===== src/rtl/decim_pkg.sv =====
// Shared constants, sample type and the clog2 helper for the decimator output path.
package decim_pkg;

  localparam int DECIM_DATA_W = 8;
  localparam int DECIM_LANES  = 4;

  typedef logic [DECIM_DATA_W-1:0] sample_t;

  function automatic int clog2(input int n);
    int r;
    r = 0;
    for (int v = n - 1; v > 0; v = v >> 1) r++;
    return r;
  endfunction

endpackage


===== src/rtl/decim_sync_fifo.sv =====
// Single-clock first-word-fall-through FIFO; the head entry is visible on o_data while not empty.
module decim_sync_fifo
  import decim_pkg::*;
#(
  parameter int WIDTH = 33,
  parameter int DEPTH = 4
) (
  input  logic                        clk,
  input  logic                        reset,
  input  logic                        i_push,
  input  logic [WIDTH-1:0]            i_data,
  input  logic                        i_pop,
  output logic [WIDTH-1:0]            o_data,
  output logic [clog2(DEPTH):0]       o_level,
  output logic                        o_full,
  output logic                        o_empty
);

  localparam int AW = clog2(DEPTH);
  localparam int LW = AW + 1;

  logic [WIDTH-1:0] r_mem [DEPTH];
  logic [AW-1:0]    r_wr_ptr;
  logic [AW-1:0]    r_rd_ptr;
  logic [LW-1:0]    r_level;
  logic             w_do_pop;
  logic             w_do_push;

  assign o_empty   = (r_level == '0);
  assign o_full    = (r_level == LW'(DEPTH));
  assign w_do_pop  = i_pop && !o_empty;
  // A full FIFO still takes a push when the head leaves on the same edge.
  assign w_do_push = i_push && (!o_full || w_do_pop);
  assign o_data    = o_empty ? '0 : r_mem[r_rd_ptr];
  assign o_level   = r_level;

  always_ff @(posedge clk or negedge reset) begin
    if (!reset) begin
      r_wr_ptr <= '0;
      r_rd_ptr <= '0;
      r_level  <= '0;
      for (int i = 0; i < DEPTH; i++) r_mem[i] <= '0;
    end else begin
      if (w_do_push) begin
        r_mem[r_wr_ptr] <= i_data;
        r_wr_ptr        <= r_wr_ptr + AW'(1);
      end
      if (w_do_pop) r_rd_ptr <= r_rd_ptr + AW'(1);
      case ({w_do_push, w_do_pop})
        2'b10:   r_level <= r_level + LW'(1);
        2'b01:   r_level <= r_level - LW'(1);
        default: r_level <= r_level;
      endcase
    end
  end

endmodule


===== src/rtl/decim_packer.sv =====
// Packs strobed decimator samples into LANES-wide words and queues them on a valid/ready stream.
// Optional DECIM_PACKER_DROPCNT_EN adds a saturating 16-bit dropped-word counter output.
module decim_packer
  import decim_pkg::*;
#(
  parameter int DATA_W     = DECIM_DATA_W,
  parameter int LANES      = DECIM_LANES,
  parameter int FIFO_DEPTH = 4
) (
  input  logic                          clk,
  input  logic                          reset,
  input  logic [DATA_W-1:0]             in_data,
  input  logic                          in_valid,
  input  logic                          flush,
  output logic [DATA_W*LANES-1:0]       out_data,
  output logic                          out_valid,
  input  logic                          out_ready,
  output logic                          out_partial,
  output logic [clog2(FIFO_DEPTH):0]    level,
`ifdef DECIM_PACKER_DROPCNT_EN
  output logic [15:0]                   drop_cnt,
`endif
  output logic                          overflow,
  input  logic                          ovf_clr
);

  // Stream handshake: the head word transfers on a rising edge where out_valid && out_ready;
  // out_data/out_partial stay stable while out_valid=1 and out_ready=0.

  localparam int LCW = clog2(LANES);
  localparam int WW  = DATA_W * LANES;

  logic [LCW-1:0] r_lane_cnt;
  logic [WW-1:0]  r_shift;
  logic           r_overflow;

  logic [WW-1:0]  w_word_next;
  logic           w_full_word;
  logic           w_flush_push;
  logic           w_push;
  logic           w_pop_ok;
  logic           w_drop;
  logic           w_fifo_full;
  logic           w_fifo_empty;
  logic [WW:0]    w_head;

  always_comb begin
    w_word_next = r_shift;
    for (int l = 0; l < LANES; l++) begin
      if (in_valid && (r_lane_cnt == LCW'(l))) w_word_next[l*DATA_W +: DATA_W] = in_data;
    end
  end

  // A sample arriving with flush is folded in first; a completed word makes the flush a no-op.
  assign w_full_word  = in_valid && (r_lane_cnt == LCW'(LANES - 1));
  assign w_flush_push = flush && !w_full_word && (in_valid || (r_lane_cnt != '0));
  assign w_push       = w_full_word || w_flush_push;
  assign w_pop_ok     = out_ready && !w_fifo_empty;
  assign w_drop       = w_push && w_fifo_full && !w_pop_ok;

  decim_sync_fifo #(
    .WIDTH (WW + 1),
    .DEPTH (FIFO_DEPTH)
  ) u_fifo (
    .clk     (clk),
    .reset   (reset),
    .i_push  (w_push),
    .i_data  ({w_flush_push, w_word_next}),
    .i_pop   (out_ready),
    .o_data  (w_head),
    .o_level (level),
    .o_full  (w_fifo_full),
    .o_empty (w_fifo_empty)
  );

  assign out_valid   = !w_fifo_empty;
  assign out_data    = w_head[WW-1:0];
  assign out_partial = w_head[WW];
  assign overflow    = r_overflow;

  always_ff @(posedge clk or negedge reset) begin
    if (!reset) begin
      r_lane_cnt <= '0;
      r_shift    <= '0;
      r_overflow <= 1'b0;
    end else begin
      if (w_push) begin
        r_lane_cnt <= '0;
        r_shift    <= '0;
      end else if (in_valid) begin
        r_lane_cnt <= r_lane_cnt + LCW'(1);
        r_shift    <= w_word_next;
      end
      if (w_drop)       r_overflow <= 1'b1;
      else if (ovf_clr) r_overflow <= 1'b0;
    end
  end

`ifdef DECIM_PACKER_DROPCNT_EN
  logic [15:0] r_drop_cnt;

  always_ff @(posedge clk or negedge reset) begin
    if (!reset) begin
      r_drop_cnt <= '0;
    end else if (w_drop) begin
      if (ovf_clr)                    r_drop_cnt <= 16'd1;
      else if (r_drop_cnt != 16'hFFFF) r_drop_cnt <= r_drop_cnt + 16'd1;
    end else if (ovf_clr) begin
      r_drop_cnt <= '0;
    end
  end

  assign drop_cnt = r_drop_cnt;
`endif

endmodule


===== config.mk =====
export PLATFORM = sky130hd
export DESIGN_NAME = decim_packer
export DESIGN_NICKNAME = d
export VERILOG_FILES = /design/src/rtl/decim_pkg.sv /design/src/rtl/decim_sync_fifo.sv /design/src/rtl/decim_packer.sv
export SDC_FILE = /design/constraint.sdc
export NUM_CORES = 1
export LEC_CHECK = 0
export ABC_AREA = 1
export ABC_CLOCK_PERIOD_IN_PS = 5550
export CORE_MARGIN = 3
export CORE_UTILIZATION = 35
export CTS_BUF_LIST = sky130_fd_sc_hd__clkbuf_8
export CTS_CLUSTER_DIAMETER = 80
export DETAILED_ROUTE_END_ITERATION = 10
export SLEW_MARGIN = 10
export SYNTH_ARGS = -nofsm -noshare
export SYNTH_HDL_FRONTEND = slang
export SYNTH_SLANG_ARGS = --single-unit

===== constraint.sdc =====
create_clock -name clk -period 5.55 [get_ports clk]
set_clock_uncertainty 0.1 [all_clocks]
set_input_delay 1.3875 -clock clk [delete_from_list [all_inputs] [get_ports clk]]
set_output_delay 1.3875 -clock clk [all_outputs]
set_load 0.05 [all_outputs]

# After elaboration in Yosys (flattened, before gate mapping)
# Cells that the tools add are included.
# Widths: inputs -> output; s select.
# totals
inputBits	14
word_cells	68
reg_bits	174
output_inout_bits	38
# classes
n_lt_le_gt_ge	3
n_reduce_logical	24
eq_ne	6
bitwise	2
add_sub_neg	5
n_mux	18
# op_table
cell	count
$bwmux 132	1
$mux 33	4
$bmux 33 s2	1
$demux 33 s2	1
$mux 32	2
$mux 8	4
$logic_and 1x1->1	11
$reduce_bool 2->1	4
$add 2x1->2 const B	3
$eq 2x2->1 const B	3
$ge 3x3->1 const B	2
$not 2->3	2
$pmux 3 s2	1
$eq 2x1->1 const B	2
$logic_not 1->1	4
$mux 2	2
$add 3x1->3 const B	1
$eq 3x3->1 const B	1
$logic_not 3->1	1
$logic_or 1x1->1	3
$lt 3x1->1 const B	1
$sub 3x1->3 const B	1
$logic_not 2->1	1
$mux 1	2

# Longest topological paths before layout
# depth
ltp_word	9
ltp_mapped	15
ltp_nobuf	13

# By module
# From an unflattened synthesis, not the netlist that was laid out.
# hier_totals
hier_cells	1152
hier_area_um2	8846.0
# by_module_without_submodules
mod	n_inst	cells_per_inst	seq_area_each_um2	area_per_inst_um2
decim_sync_fifo	1	927	3478.3	7089.3
decim_packer	1	225	875.8	1756.7

# Least setup slack after synthesis
# Ideal clock, no wire load.
# synth_path
path_kind	register to output
from	register u_fifo.r_level[2] (netlist: u_fifo.o_level[2])
to	output port out_data[10]
required_ns	4.062
stages_incl_launch_ff	6
n_path_buf	1
arrival_time_ns	2.322
path_slack_ns	1.741
cell_sequence	dfrtp_1 -> inv_1 -> nand2_1 -> inv_1 -> buf_2 -> a21oi_1
# synth_between
elab_chain_cells	2
# synth_lines
item	line_no	text
from (decl)	decim_sync_fifo.sv:25	logic [LW-1:0] r_level;
from (signal assigned)	decim_sync_fifo.sv:50	2'b10: r_level <= r_level + LW'(1);
from (signal assigned)	decim_sync_fifo.sv:51	2'b01: r_level <= r_level - LW'(1);
from (signal assigned)	decim_sync_fifo.sv:52	default: r_level <= r_level;
$logic_not 3->1	decim_sync_fifo.sv:29	assign o_empty = (r_level == '0);
$mux 33	decim_sync_fifo.sv:34	assign o_data = o_empty ? '0 : r_mem[r_rd_ptr];
to (decl)	decim_packer.sv:15	output logic [DATA_W*LANES-1:0] out_data,
# No other way between the ends.

# Worst setup path in the final report
# layout_path
from	register u_fifo.r_rd_ptr[0]
to	output port out_data[3]
# layout_between
elab_chain_cells	5
# layout_lines
item	line_no	text
from (decl)	decim_sync_fifo.sv:24	logic [AW-1:0] r_rd_ptr;
from (signal assigned)	decim_sync_fifo.sv:48	if (w_do_pop) r_rd_ptr <= r_rd_ptr + AW'(1);
$not 2->3 (not written as such)	decim_sync_fifo.sv:34	
$bmux 33 s2	decim_sync_fifo.sv:34	
$mux 33 (not written as such) (2 in a row)	decim_sync_fifo.sv:34	
$mux 33	decim_sync_fifo.sv:34	
# No other way between the ends. The select of a mux whose other input is x is not followed.

==> impl_metrics.tcl <==
set metrics [dict create \
    status "finished, final reports clean" \
    gp_congestion 0.7748 \
    firstDrtPassIters 5 \
    grt_pass1_vias 7151 \
    synth_cell_types 25 \
    grt.total_usage_pct 19.22 \
    final_antenna_net_count 0 \
    synth_area_leaders "dfrtp_1 (50%), nand2_1 (15%), nand4_1 (9.4%)" \
    viasPerCell 5.277 \
    leakagePower_nw 4.897 \
    postSynthAreaPerCell_um2 8.002 \
    diodes 0 \
    area_growth_pct 8.904 \
    reg2reg_to "u_fifo.o_level[2]" \
    dp_hpwl_mm 15.06 \
    synth_nets 1118 \
    rrSetupSlack_ns 2.60 \
    clk_latency_ns 0.47 \
    hold_viol 0 \
    cts_hold_buf 0 \
    fmax_mhz 211.9 \
    cts-root-buf "clkbuf_8" \
    postCtsResizedCells 0 \
    grt_pass1_wl_mm 40.39 \
    crit_end "out_data[3]" \
    synth_cells 1094 \
    yosys_warnings 0 \
    setup_slack_ns 0.8315 \
    coreArea_um2 24460 \
    die-width_um 164.2 \
    cp.required_ns 4.06 \
    drtIter0Drc 723 \
    tritoncts "built" \
    port_buffers 51 \
    io_pins 52 \
    grt_setup_unrepaired "no" \
    crit_top_cell "nor2_1" \
    path_class "reg -> out" \
    maxCapViolations 0 \
    die_area_um2 26950 \
    internal-power_mw 2.911 \
    finalSetupViolCount 0 \
    startpoint "u_fifo.r_rd_ptr[0]" \
    cp_slowest_stage_delay_ns 0.92 \
    drive_gt1_share_pct 8.007 \
    cp_top_family "buffers and inverters" \
    rr_worst_depth 13 \
    grt_max_degree 114 \
    dieHeight_um 164.2 \
    synthesis.area_um2 8755 \
    synth_top_family_by_area "simple AND/OR/NAND/NOR gates" \
    synth_seq_area_share_pct 49.74 \
    seqPwrFrac_pct 32.9 \
    path_max_fanout 38 \
    pre_cts_ws_ns 1.303 \
    cts_max_path_buffers 2 \
    path_cells "buf_4 > nor2_1 > nor2_1 > o21ai_1 > a21oi_1 > clkdlybuf4s50_1" \
    critPathSlowestCell "dfrtp_2" \
    endpoint_kind "output port" \
    htree_levels 4 \
    cp.depth 6 \
    p_comb_share_pct 52.1 \
    drc 0 \
    synth.area.mux_share_pct 0 \
    netSwitchingFraction_pct 50.30 \
    slew-limit-headroom_pct 32.35 \
    p_switching_mw 2.947 \
    clockPowerShare_pct 15.0 \
    powerDensity_nw_per_um2 614.4 \
    ir_drop_mv 0.2633 \
    setup_tns_ns 0 \
    synth-simple-area-share_pct 33.29 \
    worst_pin_slew_ns 1.015 \
    rows 57 \
    final_nets 1112 \
    synth_compound_area_share_pct 7.660 \
    synth_fa_ha_area_share_pct 1.515 \
    hp-class "reg -> reg" \
    synth_seq_cells 174 \
    fin_crit_ns 4.718 \
    initial_core_util_pct 35.79 \
    timing.rr.start "r_lane_cnt[0]" \
    period_share_pct 85.02 \
    critPathArrivalTime_ns 3.23 \
    wl_per_cell_um 17.73 \
    startpoint_type "flip-flop" \
    numCtsBuffers 17 \
    vias 7509 \
    gr-total-overflow 0 \
    path_buf_inv 2 \
    postCtsSetupBuffers 0 \
    synth-xor-area-share_pct 0.3001 \
    report.final.slew_viol_count 0 \
    cts.sinks 174 \
    path_clk_slew_ns 0.08 \
    wirelength_mm 25.23 \
    antenna_found_initial 0 \
    yosysTopAreaCell "dfrtp_1" \
    yosys.area.top_type_share_pct 49.74 \
]
cell usage in the layout, fill, tap and decap left out, types with 2 or more instances in the layout:
cell type        count
nor2_2               2
nand3_2              4
xor2_1               2
bufinv_16            2
a21oi_1             65
clkbuf_8            20
dfrtp_1            173
o21ai_0             45
inv_1               16
o21ai_1             24
nand2_1            349
buf_4               47
clkinv_2             4
clkdlybuf4s50_1     21
nand2_4              3
nand3_1             36
nor2_1             136
nand4_1            132
ha_1                 9
worst register-to-register path, stage by stage, from the launching register on:
cell     delay, ns
dfrtp_1       0.44
inv_1         0.12
ha_1          0.38
nand2_1       0.12
nand2_2       0.10
nand2_4       0.34
nand2_1       0.31
ha_1          0.17
inv_1         0.06
fa_1          0.38
nor2_1        0.12
nor2_1        0.05
nand2_1       0.07
xor2_1        0.13
registers in the layout (all words and copies together), names as in the netlist:
name,cells
u_fifo.r_mem,132
u_fifo.r_wr_ptr,2
u_fifo.o_level,3
overflow,1
r_lane_cnt,2
r_shift,32
u_fifo.r_rd_ptr,2
cell families after synthesis:
| kind of cell | Yosys count |
|---|---|
| xor+xnor | 3 |
| compound gates | 134 |
| simple gates | 663 |
| fa+ha+maj | 10 |
| buf+inv | 110 |
| flops | 174 |
final cells by class:
| cell class | count | area, um^2 |
|---|---|---|
| clock buffers | 20 | 275.3 |
| clock inverters | 10 | 98.84 |
| well taps | 324 | 405.4 |
| repair buffers | 70 | 594.3 |
| inverters | 15 | 56.30 |
| multi-input cells | 810 | 3749 |
| fillers | 2519 | 14930 |
| flip-flops and latches | 174 | 4355 |
power groups by stage:
stage | registers, mW | clock network, mW | logic, mW
2_1_floorplan | 1.88 | 0 | 2.24
3_3_place_gp | 1.94 | 0 | 3.04
3_5_place_dp | 1.94 | 0 | 3.06
4_1_cts | 1.92 | 0.894 | 3.07
5_1_grt | 1.98 | 0.945 | 3.35
6_report | 1.93 | 0.878 | 3.05
layer usage:
metal  vias to the layer above  share of wire (%)  track usage (%)
met5                         -                  0                0
met4                         0                1.2            4.960
met3                        25                6.0            3.960
met2                       186                 45            28.82
met1                      3656                 48            28.31
li1                       3642                  -                -
synth_stat cells, drive strengths merged:
library cell and n:
nand2 353, dfrtp 174, nor2 138, nand4 132
buf 80, o21ai 69, a21oi 65, nand3 40
clkbuf 15, inv 14, ha 9, xor2 2
clkinv 1, fa 1, xnor2 1
how the worst min path moves through the flow:
stage                                start          endpoint  slack (ns)  depth (start not counted)
final                      u_fifo.r_mem[0]   u_fifo.r_mem[0]        0.37                          2
after global routing      u_fifo.r_mem[97]  u_fifo.r_mem[97]        0.39                          2
after CTS                  u_fifo.r_mem[1]   u_fifo.r_mem[1]        0.37                          2
after detailed placement   u_fifo.r_mem[0]   u_fifo.r_mem[0]        0.35                          2
after global placement    u_fifo.r_mem[68]  u_fifo.r_mem[68]        0.35                          2
after floorplan            u_fifo.r_mem[0]   u_fifo.r_mem[0]        0.34                          2
through the flow:
step                      hold WS [ns]  instances  area, um^2  utilization (%)  power (mW)
after detailed placement        0.3534       1393        9160            37.45       5.009
after floorplan                 0.3366       1094        8755                -       4.119
after global routing            0.3887       1423        9534            38.98       6.270
after CTS                       0.3744       1423        9534            38.98       5.886
final                           0.3723       1423        9534            38.98       5.858
after global placement          0.3482       1393        9160            37.45       4.981
Note: power is estimated with default switching activity, not from simulation.
